--- src/rtl/pong_vcounter.sv ---
// pong_vcounter: vertical line counter for the Pong video timing chain.
// Advances once per rising edge of hreset, wraps at V_TOTAL-1, and
// publishes the line count, its bit aliases, vreset and a line tick.
// Optional frame counter is built when VCOUNTER_FRAME_EN is defined.
module pong_vcounter #(
  parameter int unsigned V_TOTAL = 262
) (
  input  logic       mclk,
  input  logic       _reset,
  input  logic       hreset,
  output logic [8:0] v,
  output logic       v1,
  output logic       v2,
  output logic       v4,
  output logic       v8,
  output logic       v16,
  output logic       v32,
  output logic       v64,
  output logic       v128,
  output logic       v256,
  output logic       vreset,
  output logic       _vreset,
  output logic       line_tick
`ifdef VCOUNTER_FRAME_EN
  ,
  output logic [7:0] frame,
  output logic       frame_tick
`endif
);

  localparam int unsigned VW = 9;
  localparam int unsigned FW = 8;
  localparam logic [VW-1:0] V_LAST = VW'(V_TOTAL - 1);

  // Reject frame lengths the 9-bit counter cannot represent.
  if (V_TOTAL < 2 || V_TOTAL > 512) begin : g_bad_v_total
    $error("pong_vcounter: V_TOTAL must be in 2..512");
  end

  logic          hreset_dly_q, hreset_dly_d;
  logic [VW-1:0] v_q, v_d;
  logic          vreset_q, vreset_d;
  logic          line_tick_q, line_tick_d;
  logic          adv;
  logic          at_last;
`ifdef VCOUNTER_FRAME_EN
  logic [FW-1:0] frame_q, frame_d;
  logic          frame_tick_q, frame_tick_d;
`endif

  // Next-state: edge detect on hreset, line count with wrap, vreset lookahead.
  always_comb begin
    hreset_dly_d = hreset;
    v_d          = v_q;
    line_tick_d  = 1'b0;
    adv          = hreset & ~hreset_dly_q;
    at_last      = (v_q == V_LAST);
    if (adv) begin
      v_d         = at_last ? '0 : v_q + VW'(1);
      line_tick_d = 1'b1;
    end
    // vreset tracks the count that will be held after this edge.
    vreset_d = (v_d == V_LAST);
  end

`ifdef VCOUNTER_FRAME_EN
  // Frame counter: bumps on every wrap of the line count.
  always_comb begin
    frame_d      = frame_q;
    frame_tick_d = 1'b0;
    if (adv && at_last) begin
      frame_d      = frame_q + FW'(1);
      frame_tick_d = 1'b1;
    end
  end

  // Frame state registers.
  always_ff @(posedge mclk or negedge _reset) begin
    if (!_reset) begin
      frame_q      <= '0;
      frame_tick_q <= 1'b0;
    end else begin
      frame_q      <= frame_d;
      frame_tick_q <= frame_tick_d;
    end
  end

  assign frame      = frame_q;
  assign frame_tick = frame_tick_q;
`else
  // Frame counter not built; line timing is unaffected.
`endif

  // Line state registers; hreset_dly resets high so a held hreset is not an edge.
  always_ff @(posedge mclk or negedge _reset) begin
    if (!_reset) begin
      hreset_dly_q <= 1'b1;
      v_q          <= '0;
      vreset_q     <= 1'b0;
      line_tick_q  <= 1'b0;
    end else begin
      hreset_dly_q <= hreset_dly_d;
      v_q          <= v_d;
      vreset_q     <= vreset_d;
      line_tick_q  <= line_tick_d;
    end
  end

  assign v         = v_q;
  assign v1        = v_q[0];
  assign v2        = v_q[1];
  assign v4        = v_q[2];
  assign v8        = v_q[3];
  assign v16       = v_q[4];
  assign v32       = v_q[5];
  assign v64       = v_q[6];
  assign v128      = v_q[7];
  assign v256      = v_q[8];
  assign vreset    = vreset_q;
  assign _vreset   = ~vreset_q;
  assign line_tick = line_tick_q;

endmodule
--- config.mk ---
export PLATFORM = sky130hd
export DESIGN_NAME = pong_vcounter
export DESIGN_NICKNAME = d
export VERILOG_FILES = /design/src/rtl/pong_vcounter.sv
export SDC_FILE = /design/constraint.sdc
export NUM_CORES = 1
export LEC_CHECK = 0
export BUFFER_PORTS_ARGS = -buffer_cell sky130_fd_sc_hd__buf_4
export CORE_MARGIN = 2
export CORE_UTILIZATION = 50
export CTS_CLUSTER_SIZE = 10
export DETAILED_ROUTE_END_ITERATION = 16
export HOLD_SLACK_MARGIN = 0.03
export PLACE_DENSITY = 0.87
export SKIP_LAST_GASP = 1
export SLEW_MARGIN = 25
export SYNTH_ARGS = -nofsm -noshare
export SYNTH_HDL_FRONTEND = slang
export SYNTH_SLANG_ARGS = --single-unit
--- constraint.sdc ---
create_clock -name mclk -period 4.8 [get_ports mclk]
set_input_delay 0.48 -clock mclk [delete_from_list [all_inputs] [get_ports mclk]]
set_output_delay 0.48 -clock mclk [all_outputs]
set_load 0.01 [all_outputs]
-- Word-level counts from Yosys, hierarchy flattened
Index checks and enable logic that the tools add are counted.
- bits in registers: 12
- input bits: 3
- output and inout port bits: 21
- word-level logic and storage cells: 13
- add/sub/neg operators: 1
- equal/unequal tests: 2
- multiplexer cells: 3
- bitwise operators: 3
- operators by type and width (cell ; count):
    == test 9 bit, second input constant ; 2
    2-to-1 mux 9 bit ; 2
    adder 9 x 1 -> 9 bit, second input constant ; 1
    NOT 1 bit ; 2
    AND 1 bit ; 1
    2-to-1 mux 1 bit ; 1

-- Longest topological paths before layout
Gate-level depths: netlist of the first run.
- depth after elaboration: 4
- gate-level depth with buffers: 6

-- Worst setup path before layout of the first run
OpenSTA, ideal clock, no wires.
- path type: reg2reg
- start point: reg v_q[1], in the netlist v[1]
- end point: reg v_q[2], in the netlist v[2]
- data arrival time: 1.568 ns
- required time: 4.679 ns
- setup slack: 3.110 ns
- cell stages (with the launch flop): 7
- path buffers: 0
- clock period less this slack: 1.690 ns
- cells stage by stage: dfrtp_1 > inv_1 > ha_1 > nand4bb_1 > nor4_1 > o21ai_0 > a22o_2
- cells in the longest elaborated chain, start to end: 3
- elaborated cells on any way between the ends: 4
- classes of those cells: 1 x add/sub; 1 x eq/ne; 2 x mux
- RTL lines (what ; line ; text):
    start, declared ; 41 ; logic [VW-1:0] v_q, v_d;
    start signal, assigned ; 103 ; v_q <= v_d;
    adder 9 x 1 -> 9 bit or == test 9 bit (tied branches) ; 59, 57 ;
    2-to-1 mux 9 bit (*) ; 59 ; v_d = at_last ? '0 : v_q + VW'(1);
    2-to-1 mux 9 bit (*) ; 58 ; if (adv) begin
    named net v_d[2] ; 41 ;
The timed path passes the listed nets; every way through them passes the cells marked *.

-- Final worst setup path of the first run
- start point: reg v_q[0], in the netlist v[0]
- end point: reg v_q[2], in the netlist v[2]
Same word-level chain as after synthesis.

==> results.sh, run 1 <==
export IMPL_run_status="completed"
export IMPL_antenna_found_initial=0
export IMPL_tritoncts_num_sinks=12
export IMPL_synth_cell_types=35
export IMPL_drt_drc_violations_left=0
export IMPL_clk_transition_reported_paths_ns=0.08
export IMPL_postCtsHoldBufs=1
export IMPL_hold_path_cell_count=1
export IMPL_clock_path_buffers=2
export IMPL_fin_tns_setup_ns=0
export IMPL_synthesis_area_sq_um=742
export IMPL_io_pin_count=24
export IMPL_depth_of_the_cts_h_tree=1
export IMPL_worst_clock_skew_ns=0.00217
export IMPL_synth_top_cells_by_area="sky130_fd_sc_hd__dfrtp_1 37%, sky130_fd_sc_hd__buf_4 9.1%, sky130_fd_sc_hd__xor2_1 4.7%"
export IMPL_switchingPower_uw=186
export IMPL_place_hpwl_mm=1.05
export IMPL_tritoncts="yes"
export IMPL_placementRows=13
export IMPL_postRouteWirelength_mm=1.45
export IMPL_timing_worst_setup_path_type="reg -> reg"
export IMPL_synth_seq_cells=12
export IMPL_drive_gt1_share_pct=37.6
export IMPL_place_inst=103
export IMPL_design_die_area_sq_mm=0.00181
export IMPL_critical_path_arrival_ns=2.10
export IMPL_worst_setup_path_start_kind="register"
export IMPL_fmax_ghz=0.519
export IMPL_antenna_cells=0
export IMPL_core_area_sq_mm=0.00135
export IMPL_comb_power_share_pct=44.6
export IMPL_grt_pass1_vias=511
export IMPL_clock_power_share_pct=17.5
export IMPL_post_route_util_pct=66.5
export IMPL_grt_start_max_net_pins=13
export IMPL_drtPass1Iterations=4
export IMPL_synth_largest_area_cell="sky130_fd_sc_hd__dfrtp_1"
export IMPL_postSynthAreaPerCell_sq_um=9.64
export IMPL_finalHoldViolCount=0
export IMPL_globalRoute_totalOverflow=0
export IMPL_post_cts_buffers=0
export IMPL_rsz0062_at_grt="no"
export IMPL_netSwitchingFraction_pct=39.5
export IMPL_io_buffers=23
export IMPL_drt_first_iter_violations=18
export IMPL_postCtsResizedCells=0
export IMPL_fin_crit_ns=1.93
export IMPL_cp_cell_sequence="ha_1 -> nand4bb_1 -> nor4_1 -> o21ai_0 -> a22o_2"
export IMPL_cell_with_the_largest_stage_delay_on_the_worst_path="sky130_fd_sc_hd__dfrtp_1"
export IMPL_seqPwrFrac_pct=37.8
export IMPL_first_pass_grt_wire_length_mm=2.44
export IMPL_timing_critical_path_max_delay_family="simple AND/OR/NAND/NOR gates"
export IMPL_internal_power_uw=285
export IMPL_synth_net_count=82
export IMPL_avgViaCountPerCell=5.46
export IMPL_synth_top_cell_area_share_pct=37.1
export IMPL_area_growth_synth_to_final_pct=21.1
export IMPL_postRouteAntennaNets=0
export IMPL_power_per_cell_area_mw_per_mm2=525
export IMPL_worst_path_max_fanout=11
export IMPL_p_leak_nw=0.456
export IMPL_buffers_inverters_on_critical_path=0
export IMPL_stdcell_area_sq_um=898
export IMPL_edff_count_synth=0
export IMPL_cts_buffers=3
export IMPL_globalplace_congestion=0.776
export IMPL_post_route_period_util_pct=40.1
export IMPL_synth_sequential_area_ratio_pct=40.6
export IMPL_clkLatencyLatePin_ns=0.28
export IMPL_ir_worst_vdd_v=0.000282
export IMPL_rr_worst_depth=5
export IMPL_max_stage_delay_ns=0.56
export IMPL_maxcap_viol_count=0
export IMPL_tightestPinTransition_ns=0.563
export IMPL_wl_per_cell_um=13.4
export IMPL_grt_util_all_layers_pct=18.2
export IMPL_power_uw=472
export IMPL_horiz_die_dim_um=42.5
export IMPL_clock_root_buffer="sky130_fd_sc_hd__clkbuf_4"
export IMPL_finish_net_count=99
export IMPL_floorplan_initialDensity_pct=55.0
export IMPL_maxSlewHeadroom_pct=62.1
export IMPL_path_depth=5
export IMPL_chipHeight_um=42.5
export IMPL_post_layout_nonfiller_instances=108
export IMPL_placed_area_sq_um=852
export IMPL_ys_warnings_count=0
export IMPL_hold_path_class="in -> reg"
export IMPL_postSynth_asyncResetShare_pct=100
export IMPL_drv_slew=0
export IMPL_postSynth_topFlopCell="sky130_fd_sc_hd__dfrtp_1"
export IMPL_dr_total_vias=590
export IMPL_synth_cells=77
export IMPL_end_kind="register"
export IMPL_timing_critical_path_required_ns=4.97
export IMPL_finalSetupViolations=0
## stage by stage
stage	setup slack (ns)	hold WS, ns
2_1_floorplan	3.11	0.184
3_3_place_gp	2.99	0.326
3_5_place_dp	2.89	0.331
4_1_cts	2.88	0.322
5_1_grt	2.70	0.323
6_report	2.87	0.326
## final timing paths
kind	from	endpoint	slack, ns
worst max-delay path	v[0]	v[2]	2.87
worst min-delay path	hreset	hreset_dly_q	0.33
worst max register to register	v[0]	v[2]	2.87
worst min register to register	v[6]	v[6]	0.59
max in group asynchronous	_reset	hreset_dly_q	4.00
min in group asynchronous	_reset	v[4]	0.58
## layout make-up
type                       instances  area (sq um)
sequential                        12           302
multi-input combinational         50           348
inverter                           3          11.3
tap                               15          18.8
timing repair buffer              24           183
fill                             113           452
clock buffer                       4          36.3
## layout by cell type (no fill, tap or decap), types with 2 or more instances in the layout
master	instances
sky130_fd_sc_hd__dfrtp_1	11
sky130_fd_sc_hd__nand2_1	8
sky130_fd_sc_hd__nor3_1	5
sky130_fd_sc_hd__xnor2_1	2
sky130_fd_sc_hd__o21ai_0	3
sky130_fd_sc_hd__ha_1	2
sky130_fd_sc_hd__buf_4	23
sky130_fd_sc_hd__clkbuf_4	3
sky130_fd_sc_hd__nor2_1	4
sky130_fd_sc_hd__inv_1	3
sky130_fd_sc_hd__a21o_1	2
sky130_fd_sc_hd__xor2_1	4
## worst reg2reg max path: cells and delay by family, from the launching register on
| family | cells | cell delay [ns] |
|---|---|---|
| compound gates | 2 | 0.42 |
| fa+ha+maj | 1 | 0.22 |
| flops | 1 | 0.56 |
| simple gates | 2 | 0.63 |
## kinds of logic (layout without fill, tap and decap cells)
group / count (synthesis) / count (layout) / synth area share [%]
AOI/OAI and AO/OA: 12 / 12 / 12.8
xor gates and xnor gates: 6 / 6 / 7.08
adders and majority gates: 2 / 2 / 3.37
buffers and inverters: 15 / 31 / 12.5
DFF: 12 / 12 / 40.6
muxes: 1 / 1 / 1.35
and+or+nand+nor: 29 / 29 / 22.3
## power by group through the flow
stage / Combinational (mW) / Sequential (mW) / Clock (mW)
3_3_place_gp: 0.206 / 0.177 / 0
3_5_place_dp: 0.212 / 0.179 / 0
5_1_grt: 0.233 / 0.186 / 0.0865
4_1_cts: 0.214 / 0.178 / 0.0823
6_report: 0.211 / 0.178 / 0.0828
2_1_floorplan: 0.154 / 0.170 / 0
## state kept, by name, indices dropped and copies added, names as in the netlist
signal / cells
hreset_dly_q: 1
line_tick: 1
v: 9
vreset: 1
## layer usage
layer	GRT usage, %	share of wire [%]	vias to the layer above
met5	0	0	-
met4	9.38	2.4	0
met3	4.31	6.4	5
met2	27.1	44	23
met1	24.5	47	270
li1	-	-	292
## Yosys cell counts, drive strengths merged, types with 2 or more instances
library cell and number:
xor2 4, nand3b 2, ha 2, xnor2 2, a21o 2, nand2 8
nor3 5, inv 3, o21ai 3, buf 10, clkbuf 2, nor2 4
dfrtp 11
Note: power is estimated with default switching activity, not from simulation.
==> run 2: changes to the inputs <==
--- a/config.mk
+++ b/config.mk
@@ -7,11 +7,11 @@
 export LEC_CHECK = 0
 export BUFFER_PORTS_ARGS = -buffer_cell sky130_fd_sc_hd__buf_4
 export CORE_MARGIN = 2
-export CORE_UTILIZATION = 50
+export CORE_UTILIZATION = 43
 export CTS_CLUSTER_SIZE = 10
 export DETAILED_ROUTE_END_ITERATION = 16
 export HOLD_SLACK_MARGIN = 0.03
-export PLACE_DENSITY = 0.87
+export PLACE_DENSITY = 0.8
 export SKIP_LAST_GASP = 1
 export SLEW_MARGIN = 25
 export SYNTH_ARGS = -nofsm -noshare
==> constraint.sdc (replaced) <==
create_clock -name mclk -period 1.6 [get_ports mclk]
set_input_delay 0.16 -clock mclk [delete_from_list [all_inputs] [get_ports mclk]]
set_output_delay 0.16 -clock mclk [all_outputs]
set_load 0.01 [all_outputs]
==> run 2 against run 1 <==
Effect of this change:
- total power rose to 3.9 times the previous value
- setup slack got worse by 2.9 ns
- worst hold slack lost 0.066 ns
- critical path depth grew 1
- die area up 15%
- clock power increased by 140%
- sequential share of layout area decreased by 6.5 points
- largest cell class unchanged
- sequential power rose to 2.7 times the previous value
- final cell count up 19%
- clock skew grew 0.0062 ns
- first-iteration DRC count down 22%
- sequential cell count stayed put
==> results.sh, run 2 (same netlist as run 1, synthesis figures left out) <==
export IMPL_run_status="completed"
export IMPL_drv_slew=0
export IMPL_design_die_area_sq_mm=0.00207
export IMPL_cts_buffers=3
export IMPL_timing_worst_setup_path_type="in -> reg"
export IMPL_rrSetupSlack_ns=0.03
export IMPL_postLayoutSetupSlackWorst_ns=0.0223
export IMPL_total_area_of_multi_input_combinational_cells_sq_um=433
export IMPL_tritoncts_num_sinks=12
export IMPL_reg2reg_from="v[1]"
export IMPL_timing_critical_path_required_ns=1.79
export IMPL_cp_cell_sequence="dlygate4sd3_1 -> buf_6 -> nand3b_4 -> or4_1 -> a21o_1 -> a211oi_2"
export IMPL_horiz_die_dim_um=45.5
export IMPL_antenna_cells=0
export IMPL_finish_net_count=117
export IMPL_critical_path_arrival_ns=1.77
export IMPL_drtPass1Iterations=4
export IMPL_rsz0062_at_grt="yes"
export IMPL_layout_commonest_cell="sky130_fd_sc_hd__buf_4"
export IMPL_area_growth_synth_to_final_pct=51.4
export IMPL_clk_transition_reported_paths_ns=0.08
export IMPL_core_area_sq_mm=0.00167
export IMPL_drt_drc_violations_left=0
export IMPL_wl_per_cell_um=14.3
export IMPL_maxSlewHeadroom_pct=83.3
export IMPL_avgViaCountPerCell=5.52
export IMPL_finalHoldWorstSlack_ns=0.260
export IMPL_clkLatencyLatePin_ns=0.28
export IMPL_p_leak_nw=0.560
export IMPL_worst_setup_path_start_kind="input pin"
export IMPL_fmax_ghz=0.634
export IMPL_worst_setup_path_start="hreset"
export IMPL_chipHeight_um=45.5
export IMPL_cell_with_the_largest_stage_delay_on_the_worst_path="sky130_fd_sc_hd__dlygate4sd3_1"
export IMPL_clock_path_buffers=2
export IMPL_drt_first_iter_violations=14
export IMPL_globalplace_congestion=0.787
export IMPL_finalSetupViolations=0
export IMPL_tightestPinTransition_ns=0.248
export IMPL_worst_clock_skew_ns=0.00836
export IMPL_antenna_found_initial=0
export IMPL_largest_register_ff_count=9
export IMPL_clock_root_buffer="sky130_fd_sc_hd__clkbuf_4"
export IMPL_io_buffers=23
export IMPL_power_per_cell_area_mw_per_mm2=1620
export IMPL_r2r_end="vreset"
export IMPL_hold_path_class="in -> async"
export IMPL_post_route_period_util_pct=98.6
export IMPL_first_pass_grt_wire_length_mm=2.64
export IMPL_postRouteWirelength_mm=1.83
export IMPL_buffers_inverters_on_critical_path=2
export IMPL_depth_of_the_cts_h_tree=1
export IMPL_rr_worst_depth=6
export IMPL_fin_crit_ns=1.58
export IMPL_postRouteAntennaNets=0
export IMPL_dp_worst_setup_slack_ns=-0.0315
export IMPL_max_stage_delay_ns=0.54
export IMPL_place_hpwl_mm=1.22
export IMPL_drive_gt1_share_pct=55.9
export IMPL_grt_start_max_net_pins=13
export IMPL_placementRows=15
export IMPL_tritoncts="yes"
export IMPL_finalHoldViolCount=0
export IMPL_final_cell_mix="38 x sky130_fd_sc_hd__buf_4, 9 x sky130_fd_sc_hd__dfrtp_1, 7 x sky130_fd_sc_hd__nand2_1"
export IMPL_timing_critical_path_max_delay_family="buffers and inverters"
export IMPL_grt_pass1_vias=593
export IMPL_grt_util_all_layers_pct=18.1
export IMPL_maxcap_viol_count=0
export IMPL_num_fill_cells=125
export IMPL_end_kind="register"
export IMPL_floorplan_initialDensity_pct=44.4
export IMPL_io_pin_count=24
export IMPL_seqCellArea_sq_um=304
export IMPL_globalRoute_totalOverflow=0
export IMPL_worst_path_max_fanout=4
export IMPL_dr_total_vias=707
export IMPL_ir_worst_vdd_v=0.000895
-- run 2: cell types whose count changed in the layout (fill, tap and decap cells not counted), sizes merged --
cell and delta:
dlygate4sd3 +1, buf +17
-- run 2: final cells by class --
cell class / count / share of cell area, %
clock buffers: 4 / 2.34
inverters: 3 / 1.00
multi-input cells: 50 / 38.5
flip-flops and latches: 12 / 27.1
well taps: 17 / 1.89
repair buffers: 42 / 29.2
-- run 2: how the worst max path moves through the flow --
stage	endpoint	slack, ns	cells after the start
2_1_floorplan	vreset	0.01	5
3_3_place_gp	vreset	0.04	5
3_5_place_dp	vreset	-0.03	5
4_1_cts	vreset	0.02	6
5_1_grt	vreset	-0.04	6
6_report	vreset	0.02	6
-- run 2: per-layer routing --
| metal | track usage [%] | up-vias | share of wire (%) |
|---|---|---|---|
| met1 | 22.7 | 349 | 44 |
| met3 | 1.19 | 8 | 3.4 |
| met5 | 0 | - | 0 |
| met4 | 12.4 | 0 | 4.3 |
| met2 | 29.3 | 23 | 49 |
| li1 | - | 327 | - |
-- run 2: where the power goes --
part	internal [mW]	leakage [nW]	switching [mW]	total, mW
clock	0.0967	0.0150	0.101	0.197
combinational	0.636	0.396	0.514	1.15
sequential	0.381	0.150	0.0926	0.473
-- run 2: worst reg2reg max path, delay by kind of cell (launching register included) --
| family | cells | cell delay (ns) |
|---|---|---|
| AO/OA/AOI/OAI | 2 | 0.36 |
| adder cells (fa/ha/maj) | 1 | 0.16 |
| buffers and inverters | 1 | 0.11 |
| flip-flops | 1 | 0.38 |
| AND/OR/NAND/NOR | 2 | 0.47 |
-- run 2: metrics by stage --
step | setup TNS (ns) | std cells | util (%) | power [mW] | instance area (sq um)
global route | -0.0686 | 128 | 67.3 | 1.93 | 1120
floorplan | 0 | 77 | - | 0.992 | 754
CTS | 0 | 123 | 60.9 | 1.57 | 1020
detailed placement | -0.0315 | 117 | 57.0 | 1.33 | 952
global placement | 0 | 117 | 57.0 | 1.31 | 952
finish | 0 | 128 | 67.3 | 1.82 | 1120
-- run 2: what timing repair did --
item	in CTS	in global routing
setup buffers	0	5
hold endpoints to repair	13	0
pin swaps	0	5
setup endpoints to repair	1	5
resized for setup	3	14
hold buffers	2	0
==> run 3: changes to the inputs <==
--- a/config.mk
+++ b/config.mk
@@ -8,6 +8,7 @@
 export BUFFER_PORTS_ARGS = -buffer_cell sky130_fd_sc_hd__buf_4
 export CORE_MARGIN = 2
 export CORE_UTILIZATION = 43
+export CTS_BUF_LIST = sky130_fd_sc_hd__clkbuf_16
 export CTS_CLUSTER_SIZE = 10
 export DETAILED_ROUTE_END_ITERATION = 16
 export HOLD_SLACK_MARGIN = 0.03
==> run 3 against run 2 <==
Effect of this change:
- the run now ends with setup timing left
- first-iteration DRC count rose by 7.1%
- clock skew fell by 0.0047 ns
- setup slack got worse by 0.051 ns
- largest power group unchanged
==> results.sh, run 3 (same netlist as run 1, synthesis figures left out) <==
export IMPL_failing_checks="setup timing"
export IMPL_timing_critical_path_required_ns=1.71
export IMPL_first_pass_grt_wire_length_mm=2.59
export IMPL_max_stage_delay_ns=0.41
export IMPL_hold_path_cell_count=1
export IMPL_tightestPinTransition_ns=0.255
export IMPL_postRouteAntennaNets=0
export IMPL_postLayoutSetupSlackWorst_ns=-0.0290
export IMPL_power_per_cell_area_mw_per_mm2=1800
export IMPL_drt_first_iter_violations=15
export IMPL_r2r_end="vreset"
export IMPL_design_die_area_sq_mm=0.00207
export IMPL_depth_of_the_cts_h_tree=1
export IMPL_drtPass1Iterations=4
export IMPL_worst_clock_skew_ns=0.00368
export IMPL_clock_power_share_pct=21.5
export IMPL_antenna_found_initial=0
export IMPL_drv_slew=0
export IMPL_cell_with_the_largest_stage_delay_on_the_worst_path="sky130_fd_sc_hd__dfrtp_2"
export IMPL_rsz0062_at_grt="yes"
export IMPL_drt_drc_violations_left=0
export IMPL_worst_setup_path_start_kind="register"
export IMPL_dr_total_vias=708
export IMPL_chipHeight_um=45.5
export IMPL_horiz_die_dim_um=45.5
export IMPL_area_growth_synth_to_final_pct=55.0
export IMPL_io_buffers=23
export IMPL_clock_path_buffers=2
export IMPL_floorplan_initialDensity_pct=44.4
export IMPL_switchingPower_uw=732
export IMPL_layout_commonest_cell="sky130_fd_sc_hd__buf_4"
export IMPL_buffers_inverters_on_critical_path=2
export IMPL_place_hpwl_mm=1.22
export IMPL_run_status="finished with violations"
export IMPL_internal_power_mw=1.34
export IMPL_drive_gt1_share_pct=56.0
export IMPL_fmax_ghz=0.614
export IMPL_finalSetupViolations=4
export IMPL_antenna_cells=0
export IMPL_clock_root_buffer="sky130_fd_sc_hd__clkbuf_16"
export IMPL_maxcap_viol_count=0
export IMPL_globalplace_congestion=0.787
export IMPL_placementRows=15
export IMPL_comb_power_share_pct=55.4
export IMPL_globalRoute_totalOverflow=0
export IMPL_end_kind="register"
export IMPL_cp_cell_sequence="inv_2 -> ha_4 -> nand4bb_4 -> nor4_4 -> buf_4 -> a21o_1 -> a211oi_2"
export IMPL_cts_buffers=3
export IMPL_final_cell_mix="38 x sky130_fd_sc_hd__buf_4, 8 x sky130_fd_sc_hd__nand2_1, 8 x sky130_fd_sc_hd__dfrtp_1"
export IMPL_critical_path_arrival_ns=1.74
export IMPL_maxSlewHeadroom_pct=82.9
export IMPL_clk_transition_reported_paths_ns=0.04
export IMPL_hold_path_endpoint="hreset_dly_q"
export IMPL_ir_worst_vdd_v=0.00112
export IMPL_power_mw=2.07
export IMPL_netSwitchingFraction_pct=35.3
export IMPL_rr_worst_depth=7
export IMPL_io_pin_count=24
export IMPL_post_route_period_util_pct=102
export IMPL_p_leak_nw=0.564
export IMPL_grt_start_max_net_pins=13
export IMPL_finish_net_count=115
export IMPL_grt_pass1_vias=567
export IMPL_wl_per_cell_um=15.4
export IMPL_finalHoldViolCount=0
export IMPL_timing_worst_setup_path_type="reg -> reg"
export IMPL_rrSetupSlack_ns=-0.03
export IMPL_hold_path_class="in -> reg"
export IMPL_worst_path_max_fanout=3
export IMPL_finalHoldWorstSlack_ns=0.0594
export IMPL_core_area_sq_mm=0.00167
export IMPL_tritoncts_num_sinks=12
export IMPL_postRouteWirelength_mm=1.95
export IMPL_timing_critical_path_max_delay_family="simple AND/OR/NAND/NOR gates"
export IMPL_clkLatencyLatePin_ns=0.24
export IMPL_fin_crit_ns=1.63
export IMPL_reg2reg_from="v[1]"
export IMPL_seqPwrFrac_pct=23.0
export IMPL_tritoncts="yes"
export IMPL_grt_util_all_layers_pct=18.1
export IMPL_largest_register_ff_count=9
export IMPL_hold_start="hreset"
export IMPL_dp_worst_setup_slack_ns=-0.0315
export IMPL_avgViaCountPerCell=5.62
[run 3: layer usage]
metal | part of all wire, % | vias up | GRT usage (%)
met5 | 0 | - | 0
met4 | 4.4 | 0 | 10.6
met3 | 5.2 | 8 | 2.38
met2 | 50 | 32 | 29.3
met1 | 40 | 342 | 22.9
li1 | - | 326 | -
[run 3: how the worst max path moves through the flow]
stage	startpoint	to	slack [ns]	cells past startpoint
after floorplan	v[5]	vreset	0.01	5
after global placement	v[0]	vreset	0.04	5
after detailed placement	v[0]	vreset	-0.03	5
after CTS	v[1]	v[2]	0.01	6
after global routing	v[1]	vreset	-0.09	7
final	v[1]	vreset	-0.03	7
[run 3: power by group through the flow]
stage | registers [mW] | logic, mW | clock network (mW)
finish | 0.477 | 1.15 | 0.446
global route | 0.488 | 1.23 | 0.467
CTS | 0.470 | 0.898 | 0.451
detailed placement | 0.456 | 0.870 | 0
global placement | 0.448 | 0.862 | 0
floorplan | 0.515 | 0.477 | 0
[run 3: stage by stage]
step | instances | area [sq um] | setup TNS [ns] | utilization (%)
2_1_floorplan | 77 | 754 | 0 | -
3_3_place_gp | 117 | 952 | 0 | 57.0
3_5_place_dp | 117 | 952 | -0.0315 | 57.0
4_1_cts | 122 | 1050 | 0 | 63.1
5_1_grt | 126 | 1150 | -0.272 | 68.8
6_report | 126 | 1150 | -0.0383 | 68.8
[run 3: cell type report]
cell class,instances,area (sq um)
Multi-Input combinational cell,50,427
Clock buffer,3,75.1
Fill cell,111,520
Timing Repair Buffer,40,307
Sequential cell,12,305
Clock inverter,1,3.75
Inverter,3,11.3
Tap cell,17,21.3
[run 3: repair_timing]
item / 4_1_cts / 5_1_grt
endpoints found under the hold margin: 12 / 0
setup endpoints to repair: 1 / 5
buffers inserted: 0 / 4
pin swaps: 0 / 5
hold buffers: 1 / 0
gates resized for setup: 3 / 13
